===== config.mk =====
export PLATFORM = sky130hd
export DESIGN_NAME = bus_arbiter_flat
export DESIGN_NICKNAME = d
export VERILOG_FILES = /design/src/rtl/bus_arbiter_if.sv /design/src/rtl/bus_arbiter.sv /design/src/flat_wrapper.sv
export SDC_FILE = /design/constraint.sdc
export NUM_CORES = 1
export LEC_CHECK = 0
export BUFFER_PORTS_ARGS = -buffer_cell sky130_fd_sc_hd__buf_4
export CAP_MARGIN = 20
export CORE_AREA = 2 2 56 58
export CTS_CLUSTER_SIZE = 30
export DETAILED_ROUTE_END_ITERATION = 16
export DIE_AREA = 0 0 58 60
export PLACE_DENSITY = 0.71
export REMOVE_ABC_BUFFERS = 1
export SLEW_MARGIN = 20
export SYNTH_ARGS = -nofsm -noshare
export SYNTH_HDL_FRONTEND = slang
export SYNTH_SLANG_ARGS = --single-unit

===== constraint.sdc =====
create_clock -name clk -period 2.9 [get_ports clk]
set_input_delay 0.29 -clock clk [delete_from_list [all_inputs] [get_ports clk]]
set_output_delay 0.29 -clock clk [all_outputs]
set_load 0.02 [all_outputs]

===== src/rtl/bus_arbiter_if.sv =====
// Shared-bus arbitration signals between requesters (master side) and the arbiter (slave side).
interface bus_arbiter_if #(
    parameter int unsigned NUM_REQ = 4
);
    logic [NUM_REQ-1:0] req;
    logic [NUM_REQ-1:0] last;
    logic               err_clr;
    logic [NUM_REQ-1:0] grant;
    logic               bus_oe_n;
    logic               timeout_err;
    logic [2:0]         owner;

    modport master (
        output req, last, err_clr,
        input  grant, bus_oe_n, timeout_err, owner
    );

    modport slave (
        input  req, last, err_clr,
        output grant, bus_oe_n, timeout_err, owner
    );
endinterface


===== src/rtl/bus_arbiter.sv =====
// Round-robin arbiter for a shared data bus with turnaround gap and hold timeout.
module bus_arbiter #(
    parameter int unsigned NUM_REQ  = 4,
    parameter int unsigned TURN_CYC = 1,
    parameter int unsigned TIMEOUT  = 16
) (
    input  logic         clk,
    input  logic         rst_n,
    bus_arbiter_if.slave bus
);
    localparam int unsigned IDX_W  = (NUM_REQ > 1) ? $clog2(NUM_REQ) : 1;
    localparam int unsigned CNT_W  = 8;
    localparam int unsigned TURN_W = 3;
    localparam int unsigned OWN_W  = 3;

    typedef enum logic [1:0] {
        ST_IDLE  = 2'd0,
        ST_GRANT = 2'd1,
        ST_TURN  = 2'd2
    } state_t;

    state_t              r_state;
    state_t              w_state_nxt;
    logic [NUM_REQ-1:0]  r_grant;
    logic [NUM_REQ-1:0]  w_grant_nxt;
    logic                r_bus_oe_n;
    logic                w_bus_oe_n_nxt;
    logic                r_timeout_err;
    logic                w_timeout_err_nxt;
    logic [IDX_W-1:0]    r_owner;
    logic [IDX_W-1:0]    w_owner_nxt;
    logic [CNT_W-1:0]    r_hold_cnt;
    logic [CNT_W-1:0]    w_hold_cnt_nxt;
    logic [TURN_W-1:0]   r_turn_cnt;
    logic [TURN_W-1:0]   w_turn_cnt_nxt;

    logic [IDX_W-1:0]    w_winner;
    logic                w_any_req;
    logic                w_release;
    logic                w_timeout;
    logic                w_turn_done;

    // Round-robin pick: smallest distance above the current owner, wrapping around.
    always_comb begin
        int unsigned v_dist;
        int unsigned v_best;
        w_winner = r_owner;
        v_best   = NUM_REQ;
        v_dist   = 0;
        for (int i = 0; i < NUM_REQ; i++) begin
            v_dist = (32'(i) + NUM_REQ - 32'(r_owner) - 32'd1) % NUM_REQ;
            if (bus.req[i] && (v_dist < v_best)) begin
                v_best   = v_dist;
                w_winner = IDX_W'(i);
            end
        end
    end

    // Release/timeout conditions look only at the current owner's bits.
    always_comb begin
        w_any_req   = |bus.req;
        w_release   = bus.last[r_owner] | ~bus.req[r_owner];
        w_timeout   = (r_hold_cnt == CNT_W'(TIMEOUT)) & ~w_release;
        w_turn_done = (r_turn_cnt == TURN_W'(TURN_CYC));
    end

    // State register; async reset drops straight to IDLE.
    always_ff @(posedge clk or negedge rst_n) begin
        if (!rst_n) begin
            r_state <= ST_IDLE;
        end else begin
            r_state <= w_state_nxt;
        end
    end

    // Next-state logic.
    always_comb begin
        w_state_nxt = r_state;
        case (r_state)
            ST_IDLE: begin
                if (w_any_req) begin
                    w_state_nxt = ST_GRANT;
                end
            end
            ST_GRANT: begin
                if (w_release || w_timeout) begin
                    w_state_nxt = (TURN_CYC != 0) ? ST_TURN : ST_IDLE;
                end
            end
            ST_TURN: begin
                if (w_turn_done) begin
                    w_state_nxt = ST_IDLE;
                end
            end
            default: w_state_nxt = ST_IDLE;
        endcase
    end

    // Next values of the registered outputs and counters.
    always_comb begin
        w_grant_nxt       = r_grant;
        w_bus_oe_n_nxt    = r_bus_oe_n;
        w_owner_nxt       = r_owner;
        w_hold_cnt_nxt    = r_hold_cnt;
        w_turn_cnt_nxt    = r_turn_cnt;
        w_timeout_err_nxt = bus.err_clr ? 1'b0 : r_timeout_err;
        case (r_state)
            ST_IDLE: begin
                if (w_any_req) begin
                    w_grant_nxt    = NUM_REQ'(1) << w_winner;
                    w_bus_oe_n_nxt = 1'b0;
                    w_owner_nxt    = w_winner;
                    w_hold_cnt_nxt = CNT_W'(1);
                end else begin
                    w_grant_nxt    = '0;
                    w_bus_oe_n_nxt = 1'b1;
                end
            end
            ST_GRANT: begin
                if (w_release || w_timeout) begin
                    w_grant_nxt    = '0;
                    w_bus_oe_n_nxt = 1'b1;
                    w_hold_cnt_nxt = '0;
                    w_turn_cnt_nxt = (TURN_CYC != 0) ? TURN_W'(1) : '0;
                    if (w_timeout) begin
                        w_timeout_err_nxt = 1'b1;
                    end
                end else begin
                    w_hold_cnt_nxt = r_hold_cnt + CNT_W'(1);
                end
            end
            ST_TURN: begin
                w_grant_nxt    = '0;
                w_bus_oe_n_nxt = 1'b1;
                if (w_turn_done) begin
                    w_turn_cnt_nxt = '0;
                end else begin
                    w_turn_cnt_nxt = r_turn_cnt + TURN_W'(1);
                end
            end
            default: begin
                w_grant_nxt    = '0;
                w_bus_oe_n_nxt = 1'b1;
                w_hold_cnt_nxt = '0;
                w_turn_cnt_nxt = '0;
            end
        endcase
    end

    // Output and counter registers; owner resets to the top index so requester 0 wins first.
    always_ff @(posedge clk or negedge rst_n) begin
        if (!rst_n) begin
            r_grant       <= '0;
            r_bus_oe_n    <= 1'b1;
            r_timeout_err <= 1'b0;
            r_owner       <= IDX_W'(NUM_REQ - 1);
            r_hold_cnt    <= '0;
            r_turn_cnt    <= '0;
        end else begin
            r_grant       <= w_grant_nxt;
            r_bus_oe_n    <= w_bus_oe_n_nxt;
            r_timeout_err <= w_timeout_err_nxt;
            r_owner       <= w_owner_nxt;
            r_hold_cnt    <= w_hold_cnt_nxt;
            r_turn_cnt    <= w_turn_cnt_nxt;
        end
    end

    assign bus.grant       = r_grant;
    assign bus.bus_oe_n    = r_bus_oe_n;
    assign bus.timeout_err = r_timeout_err;
    assign bus.owner       = OWN_W'(r_owner);

endmodule

===== src/flat_wrapper.sv =====
// flat-port wrapper written by rule: the top's interface ports become plain ports
module bus_arbiter_flat 
#(
    parameter int unsigned NUM_REQ  = 4,
    parameter int unsigned TURN_CYC = 1,
    parameter int unsigned TIMEOUT  = 16
)
  (clk, rst_n, bus_req, bus_last, bus_err_clr, bus_grant, bus_bus_oe_n, bus_timeout_err, bus_owner);
  bus_arbiter_if #(.NUM_REQ(NUM_REQ)) bus_i ();
  input  logic clk;
  input  logic rst_n;
  input wire logic [$bits(bus_i.req)-1:0] bus_req;
  input wire logic [$bits(bus_i.last)-1:0] bus_last;
  input wire logic [$bits(bus_i.err_clr)-1:0] bus_err_clr;
  output wire logic [$bits(bus_i.grant)-1:0] bus_grant;
  output wire logic [$bits(bus_i.bus_oe_n)-1:0] bus_bus_oe_n;
  output wire logic [$bits(bus_i.timeout_err)-1:0] bus_timeout_err;
  output wire logic [$bits(bus_i.owner)-1:0] bus_owner;
  assign bus_i.req = bus_req;
  assign bus_i.last = bus_last;
  assign bus_i.err_clr = bus_err_clr;
  assign bus_grant = bus_i.grant;
  assign bus_bus_oe_n = bus_i.bus_oe_n;
  assign bus_timeout_err = bus_i.timeout_err;
  assign bus_owner = bus_i.owner;
  bus_arbiter #(.NUM_REQ(NUM_REQ), .TURN_CYC(TURN_CYC), .TIMEOUT(TIMEOUT)) u_core (.clk(clk), .rst_n(rst_n), .bus(bus_i));
endmodule

==> summary.md <==
| Metric | Value |
|---|---|
| Run status | `completed` |
| Register bit total from synthesis | `21` |
| Reg area | `529 µm²` |
| Crit path depth | `13` |
| CTS tree | `yes` |
| Detail Route Antenna Nets | `0` |
| Top delay family on crit path | `compound AO/OA/AOI/OAI gates` |
| Worst setup margin | `132 ps` |
| Drt pass-1 iters | `4` |
| GPL Wtd Cong | `0.794` |
| Synth-to-Final Area Change | `20.2%` |
| Post-Route Skew | `5.96 ps` |
| Multi-input gate area | `846 µm²` |
| Clk_lat worst skew | `290 ps` |
| F_max | `361 MHz` |
| Initial antenna violation count | `0` |
| Die area | `0.00348 mm²` |
| Slew HR | `52.4%` |
| Buffers on Ports | `18` |
| Die height | `60 µm` |
| Final setup viols | `0` |
| I/O pin cnt | `20` |
| Synthesized netlist cell count | `150` |
| Initial Utilization | `48.6%` |
| Number of global-route vias before repair | `1122` |
| Power Density | `around 930 mW/mm²` |
| Avg Cell Area, Syn | `9.41 µm²` |
| Max-cap violations | `0` |
| P_int | `between 0.9 and 1 mW` |
| CTS Sinks | `21` |
| DRT Wirelength | `just under 3000 µm` |
| Nets | `194` |
| Critical path class | `register to register` |
| Worst slew pin tran | `707 ps` |
| CP arrival | `2960 ps` |
| Root buf cell | `clkbuf_4` |
| Slowest CP cell | `dfstp_2` |
| Warnings from Yosys | `0` |
| Sw power | `0.675 mW` |
| Clock transition at path regs | `120 ps` |
| Diode count | `0` |
| EDFF count, synth | `0` |
| DR vias/cell | `5.90` |
| CTS Buf Count | `3` |
| Combinational Power Share | `63.6%` |
| Slew Limit Fails | `0` |
| HPWL Detailed | `2120 µm` |
| Register area share after synthesis | `37.5%` |
| Sw frac | `42.8%` |
| Final worst path period share | `95.5%` |
| Setup WS pre-CTS | `13.4 ps` |
| Synth unique cells | `43` |
| Largest net degree at the start of global routing | `22` |
| Critical Path RT | `3090 ps` |
| Most used DFF post-synth | `dfrtp_1` |
| Crit Path Max Fanout | `3` |
| Fin. Hold Viols | `0` |
| Critical path, cell by cell | `mux2i_1, nor2_1, a21oi_2, ha_4, o22ai_1, o21ai_1, mux2_4, ha_4, o31ai_2, o211ai_1, a21oi_2, nor2b_2, a32o_1` |
| Core ar. | `0.00290 mm²` |
| Clock share of power | `8.7%` |
| Leak | `between 0.7 and 0.8 nW` |
| Hold Crit Class | `input pin to register` |
| First-pass GRT wire length | `4800 µm` |
| Bufs on Longest Clock Path | `2` |
| Number of cells on the worst reg-to-reg path | `13` |
| Initial DRC Count | `50` |
| Post-Synthesis Cell Area | `around 0.0014 mm²` |
| Worst path buffer plus inverter count | `0` |
| Flop pwr share | `roughly 28%` |
| Layout cell share with drive strength beyond 1 | `27.4%` |
| Worst Hold Path Cells | `2` |
| Worst vdd ir | `0.000757 V` |
| Cell row count | `20` |
| GRT Util Overall | `between 10% and 20%` |
| # fillers | `~250` |
| Die X | `between 50 and 60 µm` |
| Critical Path Source Type | `register` |
| CP max stage delay | `570 ps` |
| Final Critical Period | `2770 ps` |
| Post-route setup TNS | `0 ps` |
| WL/cell | `14.2 µm` |
| Fraction of synthesis flops using an asynchronous set or reset pin | `100%` |
| Via Count | `about 1200` |
| Number of H-tree levels | `1` |
| DR DRC count | `0` |
| CP endpoint kind | `register` |
| GRT Residual Overflow | `0` |
-- worst register-to-register path, stage by stage, from the launching register on --
cell and delay [ps]:
dfstp_2 570, mux2i_1 80, nor2_1 140, a21oi_2 70, ha_4 270, o22ai_1 50
o21ai_1 220, mux2_4 340, ha_4 220, o31ai_2 60, o211ai_1 160, a21oi_2 180
nor2b_2 80, a32o_1 240
-- cell usage in the layout, fill, tap and decap left out, types with 2 or more instances in the layout --
cell type   n
a21oi_2     2
nand2b_1    7
a32o_1      2
a22o_1      8
buf_4      27
o21ai_0    10
inv_1       6
a21oi_1     5
mux2i_1     3
nor2b_1     8
o41ai_1     2
ha_1        5
o211ai_1    2
nor2_1      9
o31ai_1     4
nand3_1     3
clkbuf_4    3
o21ai_1     9
ha_4        2
dfrtp_1    18
nand2_1     5
inv_2       2
and3_1      5
nor2_2      2
dfstp_2     3
-- sequential cells by signal, indices dropped and copies added (netlist names) --
name,count
u_core.bus.bus_oe_n,1
u_core.r_state,2
u_core.r_turn_cnt,3
u_core.r_owner,2
u_core.bus.grant,4
u_core.r_hold_cnt,8
u_core.bus.timeout_err,1
-- cell type report --
class,instances,share of cell area [%]
timing repair buffer,29,13.2
inverter,8,1.77
multi-input combinational,113,49.9
clock buffer,4,1.55
sequential,21,31.2
tap,33,2.43
-- cells in the mapped netlist (5+ instances only) --
| cell | instances | area share, % |
|---|---|---|
| a21oi_1 | 7 | 2.5 |
| nand2_1 | 5 | 1.3 |
| nand2b_1 | 7 | 3.1 |
| dfrtp_1 | 18 | 32 |
| ha_1 | 7 | 6.2 |
| nor2_1 | 10 | 2.7 |
| and3_1 | 5 | 2.2 |
| o31ai_1 | 5 | 2.7 |
| a22o_1 | 8 | 5.0 |
| inv_1 | 7 | 1.9 |
| o21ai_1 | 9 | 3.2 |
| o21ai_0 | 10 | 3.5 |
| nor2b_1 | 9 | 4.0 |
-- cell families after synthesis --
kind of cell    share of synthesized area (%)
compound gates                           24.7
xor+xnor                                0.621
fa+ha+maj                                6.21
buf+inv                                  5.85
flops                                    37.5
mux                                      4.52
other cells                             0.266
simple gates                             20.3
-- per-layer routing --
metal | GRT usage (%) | part of all wire (%) | vias to the layer above | routed length, µm
met4 | 7.31 | 2.0 | 0 | 59
met5 | 0 | 0 | - | 0
li1 | - | - | 603 | -
met3 | 1.73 | 3.3 | 6 | 97
met1 | 23.1 | 46 | 586 | 1360
met2 | 30.5 | 49 | 33 | 1440
-- power groups by stage --
stage	Combinational [mW]	Clock [mW]	Sequential, mW
floorplan	0.523	0	0.504
global placement	0.813	0	0.433
detailed placement	0.842	0	0.435
CTS	0.853	0.142	0.431
global route	1.10	0.158	0.445
finish	1.00	0.138	0.436
-- per-stage QoR --
step           instances  utilization, %  area [µm²]  hold WS, ps  power, mW
6_report             208            58.4        1700          161       1.58
5_1_grt              208            58.4        1700          163       1.70
4_1_cts              202            55.3        1610          161       1.43
3_5_place_dp         197            53.9        1570          193       1.28
3_3_place_gp         197            53.9        1570          188       1.25
2_1_floorplan        142               -        1360        -5.59       1.03
-- final timing paths --
check	from	to	slack, ps
worst max-delay path	u_core.r_owner[0]	u_core.bus.grant[0]	130
worst min-delay path	bus_err_clr	u_core.bus.timeout_err	160
worst max register to register	u_core.r_owner[0]	u_core.bus.grant[0]	130
worst min register to register	u_core.bus.grant[0]	u_core.bus.grant[0]	510
max in group asynchronous	rst_n	u_core.bus.bus_oe_n	2230
min in group asynchronous	rst_n	u_core.r_state[1]	400
-- what timing repair did --
action                                  CTS  global route
pin swaps                                 0             5
hold endpoints to repair                 18             0
cloned                                    0             0
hold buffers                              1             0
buffers inserted                          0             6
resized for setup                         1            10
endpoints found under the setup margin    1             6
No activity file was read; power rests on OpenSTA's default activity.
